`src/rtl/mem_ctrl_pkg.sv`:
```
// rtl/mem_ctrl_pkg.sv - shared widths, encodings and helpers for the memory controller
package mem_ctrl_pkg;
  localparam int DATA_WIDTH        = 32;
  localparam int RAM_ADDRESS_WIDTH = 32;

  localparam logic TRUE  = 1'b1;
  localparam logic FALSE = 1'b0;
  localparam logic [DATA_WIDTH-1:0] ZERO_DATA = '0;

  // addresses with this prefix at [17:16] go to the IO write buffer
  localparam logic [1:0] IO_PREFIX = 2'b11;

  localparam logic [2:0] SIZE_BYTE = 3'd1;
  localparam logic [2:0] SIZE_HALF = 3'd2;
  localparam logic [2:0] SIZE_WORD = 3'd4;

  typedef enum logic [1:0] {
    IDLE  = 2'd0,
    READ  = 2'd1,
    WRITE = 2'd2
  } state_t;

  // one latched request: fetches use size 4 unsigned, only stores use data
  typedef struct packed {
    logic [RAM_ADDRESS_WIDTH-1:0] addr;
    logic [2:0]                   size;
    logic                         sgn;
    logic [DATA_WIDTH-1:0]        data;
  } req_t;

  function automatic logic is_io_prefix(input logic [1:0] addr_hi);
    return addr_hi == IO_PREFIX;
  endfunction
endpackage

```
`src/rtl/mem_ctrl_if.sv`:
```
// rtl/mem_ctrl_if.sv - requester and RAM-port signals of the memory controller
interface mem_ctrl_if;
  import mem_ctrl_pkg::*;

  logic                         rdy;
  logic                         in_misbranch;
  logic                         in_io_buffer_full;

  logic                         in_fetcher_req;
  logic [RAM_ADDRESS_WIDTH-1:0] in_fetcher_addr;
  logic                         out_fetcher_done;
  logic [DATA_WIDTH-1:0]        out_fetcher_data;

  logic                         in_slb_req;
  logic [RAM_ADDRESS_WIDTH-1:0] in_slb_addr;
  logic [2:0]                   in_slb_size;
  logic                         in_slb_signed;
  logic                         out_slb_done;
  logic [DATA_WIDTH-1:0]        out_slb_data;

  logic                         in_rob_req;
  logic [RAM_ADDRESS_WIDTH-1:0] in_rob_addr;
  logic [2:0]                   in_rob_size;
  logic [DATA_WIDTH-1:0]        in_rob_data;
  logic                         out_rob_done;

  logic [7:0]                   mem_din;
  logic [7:0]                   mem_dout;
  logic [RAM_ADDRESS_WIDTH-1:0] mem_a;
  logic                         mem_wr;

  // controller side
  modport slave (
    input  rdy, in_misbranch, in_io_buffer_full,
    input  in_fetcher_req, in_fetcher_addr,
    output out_fetcher_done, out_fetcher_data,
    input  in_slb_req, in_slb_addr, in_slb_size, in_slb_signed,
    output out_slb_done, out_slb_data,
    input  in_rob_req, in_rob_addr, in_rob_size, in_rob_data,
    output out_rob_done,
    input  mem_din,
    output mem_dout, mem_a, mem_wr
  );

  // requesters and RAM side
  modport master (
    output rdy, in_misbranch, in_io_buffer_full,
    output in_fetcher_req, in_fetcher_addr,
    input  out_fetcher_done, out_fetcher_data,
    output in_slb_req, in_slb_addr, in_slb_size, in_slb_signed,
    input  out_slb_done, out_slb_data,
    output in_rob_req, in_rob_addr, in_rob_size, in_rob_data,
    input  out_rob_done,
    output mem_din,
    input  mem_dout, mem_a, mem_wr
  );
endinterface

```
`src/rtl/mem_ctrl_load_extend.sv`:
```
// rtl/mem_ctrl_load_extend.sv - size/signed extension of an assembled load word
module mem_ctrl_load_extend
  import mem_ctrl_pkg::*;
(
  input  logic [DATA_WIDTH-1:0] word,
  input  logic [2:0]            size,
  input  logic                  sgn,
  output logic [DATA_WIDTH-1:0] value
);

  // fill the upper bits from the top bit of the loaded width when signed
  always_comb begin
    value = word;
    case (size)
      SIZE_BYTE: value = {{24{sgn & word[7]}}, word[7:0]};
      SIZE_HALF: value = {{16{sgn & word[15]}}, word[15:0]};
      default:   value = word;
    endcase
  end

endmodule

```
`src/rtl/mem_ctrl.sv`:
```
// rtl/mem_ctrl.sv - byte-serial arbiter/sequencer for the shared 8-bit RAM port
module mem_ctrl
  import mem_ctrl_pkg::*;
(
  input  logic       clk,
  input  logic       rst,
  mem_ctrl_if.slave  bus
);

  state_t                       state, state_next;
  logic [2:0]                   idx;
  logic [1:0]                   idx_prev;
  req_t                         cur;
  logic                         cur_fetch;
  logic [DATA_WIDTH-1:0]        rd_buf, rd_word, rd_ext;
  logic [RAM_ADDRESS_WIDTH-1:0] byte_addr;

  logic                         pend_f, pend_l, pend_s;
  req_t                         slot_f, slot_l, slot_s;

  logic                         grant_f, grant_l, grant_s;
  logic                         rd_step, rd_finish, wr_step, wr_finish;

  assign byte_addr = cur.addr + {29'd0, idx};
  assign idx_prev  = idx[1:0] - 2'd1;

  // merge the byte returned for the previous address into the partial word
  always_comb begin
    rd_word = rd_buf;
    if (idx != 3'd0) rd_word[{idx_prev, 3'b000} +: 8] = bus.mem_din;
  end

  mem_ctrl_load_extend u_load_extend (
    .word  (rd_word),
    .size  (cur.size),
    .sgn   (cur.sgn),
    .value (rd_ext)
  );

  // arbitration (store > load > fetch), byte sequencing and RAM port drive
  always_comb begin
    state_next   = state;
    grant_f      = FALSE;
    grant_l      = FALSE;
    grant_s      = FALSE;
    rd_step      = FALSE;
    rd_finish    = FALSE;
    wr_step      = FALSE;
    wr_finish    = FALSE;
    bus.mem_a    = '0;
    bus.mem_dout = 8'h00;
    bus.mem_wr   = FALSE;
    case (state)
      IDLE: begin
        if (pend_s) begin
          grant_s    = TRUE;
          state_next = WRITE;
        end else if (pend_l && !bus.in_misbranch) begin
          grant_l    = TRUE;
          state_next = READ;
        end else if (pend_f && !bus.in_misbranch) begin
          grant_f    = TRUE;
          state_next = READ;
        end
      end
      READ: begin
        bus.mem_a = byte_addr;
        if (bus.in_misbranch) begin
          state_next = IDLE;
        end else if (idx == cur.size) begin
          rd_finish  = TRUE;
          state_next = IDLE;
        end else begin
          rd_step = TRUE;
        end
      end
      WRITE: begin
        bus.mem_a    = byte_addr;
        bus.mem_dout = cur.data[{idx[1:0], 3'b000} +: 8];
        // a full IO buffer holds the byte back; idx waits with it
        if (!(is_io_prefix(byte_addr[17:16]) && bus.in_io_buffer_full)) begin
          bus.mem_wr = TRUE;
          wr_step    = TRUE;
          if (idx == cur.size - 3'd1) begin
            wr_finish  = TRUE;
            state_next = IDLE;
          end
        end
      end
      default: state_next = IDLE;
    endcase
    if (!bus.rdy) begin
      state_next = state;
      grant_f    = FALSE;
      grant_l    = FALSE;
      grant_s    = FALSE;
      rd_step    = FALSE;
      rd_finish  = FALSE;
      wr_step    = FALSE;
      wr_finish  = FALSE;
      bus.mem_wr = FALSE;
    end
  end

  // FSM state register
  always_ff @(posedge clk or posedge rst) begin
    if (rst) state <= IDLE;
    else     state <= state_next;
  end

  // request slots, byte counter, read assembly and registered done/data outputs
  always_ff @(posedge clk or posedge rst) begin
    if (rst) begin
      pend_f               <= FALSE;
      pend_l               <= FALSE;
      pend_s               <= FALSE;
      slot_f               <= '0;
      slot_l               <= '0;
      slot_s               <= '0;
      cur                  <= '0;
      cur_fetch            <= FALSE;
      idx                  <= 3'd0;
      rd_buf               <= ZERO_DATA;
      bus.out_fetcher_done <= FALSE;
      bus.out_fetcher_data <= ZERO_DATA;
      bus.out_slb_done     <= FALSE;
      bus.out_slb_data     <= ZERO_DATA;
      bus.out_rob_done     <= FALSE;
    end else if (bus.rdy) begin
      bus.out_fetcher_done <= FALSE;
      bus.out_slb_done     <= FALSE;
      bus.out_rob_done     <= FALSE;

      // speculative slots are flushed by a misbranch, dropping a same-cycle pulse
      if (bus.in_misbranch || grant_f) begin
        pend_f <= FALSE;
      end else if (bus.in_fetcher_req && !pend_f) begin
        pend_f <= TRUE;
        slot_f <= '{addr: bus.in_fetcher_addr, size: SIZE_WORD, sgn: FALSE, data: ZERO_DATA};
      end

      if (bus.in_misbranch || grant_l) begin
        pend_l <= FALSE;
      end else if (bus.in_slb_req && !pend_l) begin
        pend_l <= TRUE;
        slot_l <= '{addr: bus.in_slb_addr, size: bus.in_slb_size,
                    sgn: bus.in_slb_signed, data: ZERO_DATA};
      end

      if (grant_s) begin
        pend_s <= FALSE;
      end else if (bus.in_rob_req && !pend_s) begin
        pend_s <= TRUE;
        slot_s <= '{addr: bus.in_rob_addr, size: bus.in_rob_size,
                    sgn: FALSE, data: bus.in_rob_data};
      end

      if (grant_s || grant_l || grant_f) begin
        idx       <= 3'd0;
        rd_buf    <= ZERO_DATA;
        cur_fetch <= grant_f;
        cur       <= grant_s ? slot_s : (grant_l ? slot_l : slot_f);
      end

      if (rd_step || wr_step) idx <= idx + 3'd1;
      if (rd_step) rd_buf <= rd_word;

      if (rd_finish) begin
        if (cur_fetch) begin
          bus.out_fetcher_done <= TRUE;
          bus.out_fetcher_data <= rd_ext;
        end else begin
          bus.out_slb_done <= TRUE;
          bus.out_slb_data <= rd_ext;
        end
      end

      if (wr_finish) bus.out_rob_done <= TRUE;
    end
  end

endmodule
```
`src/flat_wrapper.sv`:
```
// flat-port wrapper written by rule: the top's interface ports become plain ports
module mem_ctrl_flat import mem_ctrl_pkg::*;
  (clk, rst, bus_rdy, bus_in_misbranch, bus_in_io_buffer_full, bus_in_fetcher_req, bus_in_fetcher_addr, bus_out_fetcher_done, bus_out_fetcher_data, bus_in_slb_req, bus_in_slb_addr, bus_in_slb_size, bus_in_slb_signed, bus_out_slb_done, bus_out_slb_data, bus_in_rob_req, bus_in_rob_addr, bus_in_rob_size, bus_in_rob_data, bus_out_rob_done, bus_mem_din, bus_mem_dout, bus_mem_a, bus_mem_wr);
  mem_ctrl_if bus_i ();
  input  logic clk;
  input  logic rst;
  input wire logic [$bits(bus_i.rdy)-1:0] bus_rdy;
  input wire logic [$bits(bus_i.in_misbranch)-1:0] bus_in_misbranch;
  input wire logic [$bits(bus_i.in_io_buffer_full)-1:0] bus_in_io_buffer_full;
  input wire logic [$bits(bus_i.in_fetcher_req)-1:0] bus_in_fetcher_req;
  input wire logic [$bits(bus_i.in_fetcher_addr)-1:0] bus_in_fetcher_addr;
  output wire logic [$bits(bus_i.out_fetcher_done)-1:0] bus_out_fetcher_done;
  output wire logic [$bits(bus_i.out_fetcher_data)-1:0] bus_out_fetcher_data;
  input wire logic [$bits(bus_i.in_slb_req)-1:0] bus_in_slb_req;
  input wire logic [$bits(bus_i.in_slb_addr)-1:0] bus_in_slb_addr;
  input wire logic [$bits(bus_i.in_slb_size)-1:0] bus_in_slb_size;
  input wire logic [$bits(bus_i.in_slb_signed)-1:0] bus_in_slb_signed;
  output wire logic [$bits(bus_i.out_slb_done)-1:0] bus_out_slb_done;
  output wire logic [$bits(bus_i.out_slb_data)-1:0] bus_out_slb_data;
  input wire logic [$bits(bus_i.in_rob_req)-1:0] bus_in_rob_req;
  input wire logic [$bits(bus_i.in_rob_addr)-1:0] bus_in_rob_addr;
  input wire logic [$bits(bus_i.in_rob_size)-1:0] bus_in_rob_size;
  input wire logic [$bits(bus_i.in_rob_data)-1:0] bus_in_rob_data;
  output wire logic [$bits(bus_i.out_rob_done)-1:0] bus_out_rob_done;
  input wire logic [$bits(bus_i.mem_din)-1:0] bus_mem_din;
  output wire logic [$bits(bus_i.mem_dout)-1:0] bus_mem_dout;
  output wire logic [$bits(bus_i.mem_a)-1:0] bus_mem_a;
  output wire logic [$bits(bus_i.mem_wr)-1:0] bus_mem_wr;
  assign bus_i.rdy = bus_rdy;
  assign bus_i.in_misbranch = bus_in_misbranch;
  assign bus_i.in_io_buffer_full = bus_in_io_buffer_full;
  assign bus_i.in_fetcher_req = bus_in_fetcher_req;
  assign bus_i.in_fetcher_addr = bus_in_fetcher_addr;
  assign bus_out_fetcher_done = bus_i.out_fetcher_done;
  assign bus_out_fetcher_data = bus_i.out_fetcher_data;
  assign bus_i.in_slb_req = bus_in_slb_req;
  assign bus_i.in_slb_addr = bus_in_slb_addr;
  assign bus_i.in_slb_size = bus_in_slb_size;
  assign bus_i.in_slb_signed = bus_in_slb_signed;
  assign bus_out_slb_done = bus_i.out_slb_done;
  assign bus_out_slb_data = bus_i.out_slb_data;
  assign bus_i.in_rob_req = bus_in_rob_req;
  assign bus_i.in_rob_addr = bus_in_rob_addr;
  assign bus_i.in_rob_size = bus_in_rob_size;
  assign bus_i.in_rob_data = bus_in_rob_data;
  assign bus_out_rob_done = bus_i.out_rob_done;
  assign bus_i.mem_din = bus_mem_din;
  assign bus_mem_dout = bus_i.mem_dout;
  assign bus_mem_a = bus_i.mem_a;
  assign bus_mem_wr = bus_i.mem_wr;
  mem_ctrl u_core (.clk(clk), .rst(rst), .bus(bus_i));
endmodule
```
`config.mk`:
```
export PLATFORM = sky130hd
export DESIGN_NAME = mem_ctrl_flat
export DESIGN_NICKNAME = d
export VERILOG_FILES = /design/src/rtl/mem_ctrl_pkg.sv /design/src/rtl/mem_ctrl_if.sv /design/src/rtl/mem_ctrl_load_extend.sv /design/src/rtl/mem_ctrl.sv /design/src/flat_wrapper.sv
export SDC_FILE = /design/constraint.sdc
export NUM_CORES = 1
export LEC_CHECK = 0
export CAP_MARGIN = 5
export CORE_MARGIN = 8
export CORE_UTILIZATION = 55
export CTS_BUF_LIST = sky130_fd_sc_hd__clkbuf_8
export CTS_CLUSTER_SIZE = 24
export DETAILED_ROUTE_END_ITERATION = 8
export GPL_TIMING_DRIVEN = 1
export PLACE_DENSITY = 0.83
export SETUP_SLACK_MARGIN = 0.1
export SYNTH_ARGS = -nofsm -noshare
export SYNTH_HDL_FRONTEND = slang
export SYNTH_HIERARCHICAL = 1
export SYNTH_SLANG_ARGS = --single-unit
export TNS_END_PERCENT = 1
```
`constraint.sdc`:
```
create_clock -name clk -period 14.1 [get_ports clk]
set_clock_uncertainty 0.2 [all_clocks]
set_input_delay 2.82 -clock clk [delete_from_list [all_inputs] [get_ports clk]]
set_output_delay 2.82 -clock clk [all_outputs]
set_load 0.1 [all_outputs]
```
==> flow_summary.yaml <==
status:
  status: "completed"
setup_path:
  crit_type: "register to output pin"
  worstPathRequired_ns: 11.08
  r2r_cells: 10
  worst-path-max-fanout: 19
  arrival_ns: 5.42
  setup.worst_path.start: "u_core/idx[0]"
  critPathLaunchType: "register"
  r2r_slack_ns: 9.82
  r2r-end: "u_core/bus.out_fetcher_data[26]"
  r2r_start: "u_core/idx[0]"
  endpoint: "bus_mem_a[26]"
  endpoint_kind: "output pin"
synth:
  ys_warn_count: 6
  synthFlopType: "dfrtp_1"
  synth_seq_cells: 312
  netlist_area_mm2: 0.0143
  avgSynthCellArea_um2: 12.1
  synthCells: 1179
  synth_edf_count: 0
  syn_nets: 1344
  ys_top_cells_by_area: "dfrtp_1 (55%), mux2_2 (15%), a22o_1 (4.0%)"
  synth-seq-area-share_pct: 54.5
  post-synth-top-area-cell: "dfrtp_1"
  synthArstFlopShare_pct: 100
  yosysTopAreaCellShare_pct: 54.5
  synth.distinct_cells: 61
routing:
  firstDrtPassIters: 5
  wire_per_inst_um: 20.0
  ant_nets: 0
  initialDrtViolationCount: 608
  post-route-drc-count: 0
  drt-total-wl_um: 35800
  via_per_inst: 5.64
  vias: 10100
global_route:
  grt_pass1_wl_um: 57500
  grt_max_degree: 148
  grt_pass1_vias: 10800
  grt_antenna_before_repair: 3
  grt-ovfl-total: 0
  track_usage_pct: 22.8
final_layout:
  fin_util_pct: 69.8
  syn_to_final_growth_pct: 26.0
  final_cells: 1788
  num-nets-final: 1585
  fillers: 1879
  seq_area_mm2: 0.00781
  design_area_mm2: 0.0180
  drive_gt1_share_pct: 22.2
  multi_input_area_mm2: 0.00608
floorplan:
  core_mm2: 0.0258
  die_area_mm2: 0.0315
  rows: 59
  ios: 259
  dieHeight_um: 177
  die_w_um: 177
  start_util_pct: 55.4
timing:
  rsz0062_at_grt: "no"
  finalMaxSlewViolations: 0
  max_slew_margin_pct: 20.5
  fin_ws_ns: 5.66
  period_minus_slack_ns: 8.44
  period_share_pct: 59.8
  setup_viol: 0
  max_slew.worst_pin.slew_ns: 1.18
  max_freq_mhz: 119
  setup_tns_ns: 0
  hold_viol: 0
job:
  drv_cap: 0
cts:
  cts_setup_buffers: 0
  cts-resized-gates: 0
  clockBufferDepth: 3
  clock_latency_ns: 0.57
  cts_tree: "done"
  cts_max_level: 2
  numCtsBuffers: 50
  clock-sinks: 312
  clockRootBuffer: "clkbuf_8"
  ctsHoldBuffers: 0
  clkTransAtPathRegs_ns: 0.06
power:
  seqPwrFrac_pct: 40.5
  p_int_uw: 2070
  ir_drop_uv: 188
  p_switching_uw: 1320
  pwr-share-clk_pct: 22.4
  leakagePower_uw: 0.00829
  power_density_mw_per_mm2: 188
  p_sw_share_pct: 38.9
  p_comb_share_pct: 37.1
place:
  place_inst: 1703
  dp_slack_ns: 5.96
  placed_area_mm2: 0.0171
  gp_congestion: 0.789
  portBuffers: 258
  hpwl_um: 24700
hold_path:
  hp-class: "register to register"
-- metrics by stage --
stage | hold WS (ns) | power [uW]
finish | 0.273 | 3390
global route | 0.301 | 3580
CTS | 0.274 | 3420
detailed placement | 0.260 | 2650
global placement | 0.255 | 2600
floorplan | 0.239 | 2310
-- power groups by stage --
stage	Combinational (uW)	Clock, uW	Sequential, uW
2_1_floorplan	983	0	1330
3_3_place_gp	1230	0	1370
3_5_place_dp	1260	0	1390
4_1_cts	1270	781	1370
5_1_grt	1350	819	1410
6_report	1260	760	1380
-- state kept, by name, indices dropped and copies added (netlist names) --
| signal | count |
|---|---|
| u_core/bus.out_fetcher_data | 32 |
| u_core/pend_l | 1 |
| u_core/cur | 68 |
| u_core/slot_s | 67 |
| u_core/cur_fetch | 1 |
| u_core/bus.out_fetcher_done | 1 |
| u_core/pend_s | 1 |
| u_core/bus.out_rob_done | 1 |
| u_core/pend_f | 1 |
| u_core/slot_l | 36 |
| u_core/rd_buf | 32 |
| u_core/slot_f | 33 |
| u_core/idx | 3 |
| u_core/bus.out_slb_done | 1 |
| u_core/state | 2 |
| u_core/bus.out_slb_data | 32 |
-- cell usage in the layout (no fill, tap or decap), types with 5 or more instances in the layout --
cell type and count:
dfrtp_1 312, clkdlybuf4s50_1 258, mux2_2 195, nand2_1 110, a22o_1 65, clkbuf_8 62, nor2_1 41, o21ai_0 39
a21oi_1 38, mux2i_1 36, inv_1 32, nand3_1 30, and2_1 29, and3_1 20, a21o_1 18, a21o_2 16
xnor2_1 15, xor2_1 14, ha_1 13, buf_4 11, mux4_2 8, clkinv_2 6, nand2b_1 6, nor2b_1 6
or3_1 5
-- final cells by class --
type | instances | share of cell area (%)
timing repair buffer | 269 | 14.8
tap | 335 | 2.32
clock buffer | 62 | 4.73
antenna | 1 | 0.0139
sequential | 312 | 43.3
inverter | 21 | 0.479
multi-input combinational | 766 | 33.7
clock inverter | 22 | 0.714
-- cell families (layout without fill, tap and decap cells) --
kind of cell	Yosys count	in the layout	synth area share, %
buffers and inverters	101	374	3.23
DFF	312	312	54.5
and+or+nand+nor	275	275	9.43
xor gates and xnor gates	29	29	1.77
AOI/OAI and AO/OA	205	205	10.4
muxes	243	243	19.4
other	0	1	0
adders and majority gates	14	14	1.28
-- critical path, cell delays in order (launching register included) --
cell             delay, ns
dfrtp_1               0.97
ha_1                  0.34
inv_1                 0.07
fa_1                  0.39
nand2b_1              0.24
a2111oi_4             0.67
nand4b_1              0.41
or3_1                 0.45
a21boi_1              0.15
clkdlybuf4s50_1       1.15
-- how the worst min path moves through the flow --
stage                       startpoint                 endpoint  cells after the start
4_1_cts              u_core/slot_f[35]        u_core/slot_f[35]                      1
5_1_grt        u_core/bus.out_slb_done  u_core/bus.out_slb_done                      1
6_report             u_core/slot_f[35]        u_core/slot_f[35]                      1
3_5_place_dp         u_core/slot_f[35]        u_core/slot_f[35]                      1
2_1_floorplan        u_core/slot_f[35]        u_core/slot_f[35]                      1
3_3_place_gp         u_core/slot_f[35]        u_core/slot_f[35]                      1
-- synthesized netlist by cell type, drive strengths merged, types with 13 or more instances --
master	n
a21o	34
a21oi	39
a22o	65
and2	29
and3	23
buf	39
clkbuf	41
dfrtp	312
ha	13
inv	21
mux2	199
mux2i	36
nand2	111
nand3	31
nor2	41
o21ai	45
xnor2	15
xor2	14
-- layer usage --
layer / vias to the layer above / track usage [%] / routed length (um)
li1: 4647 / - / -
met1: 5013 / 28.5 / 14700
met2: 344 / 38.3 / 17500
met3: 69 / 5.64 / 2500
met4: 4 / 7.95 / 1040
met5: - / 0 / 23
Note: power is estimated with default switching activity, not from simulation.
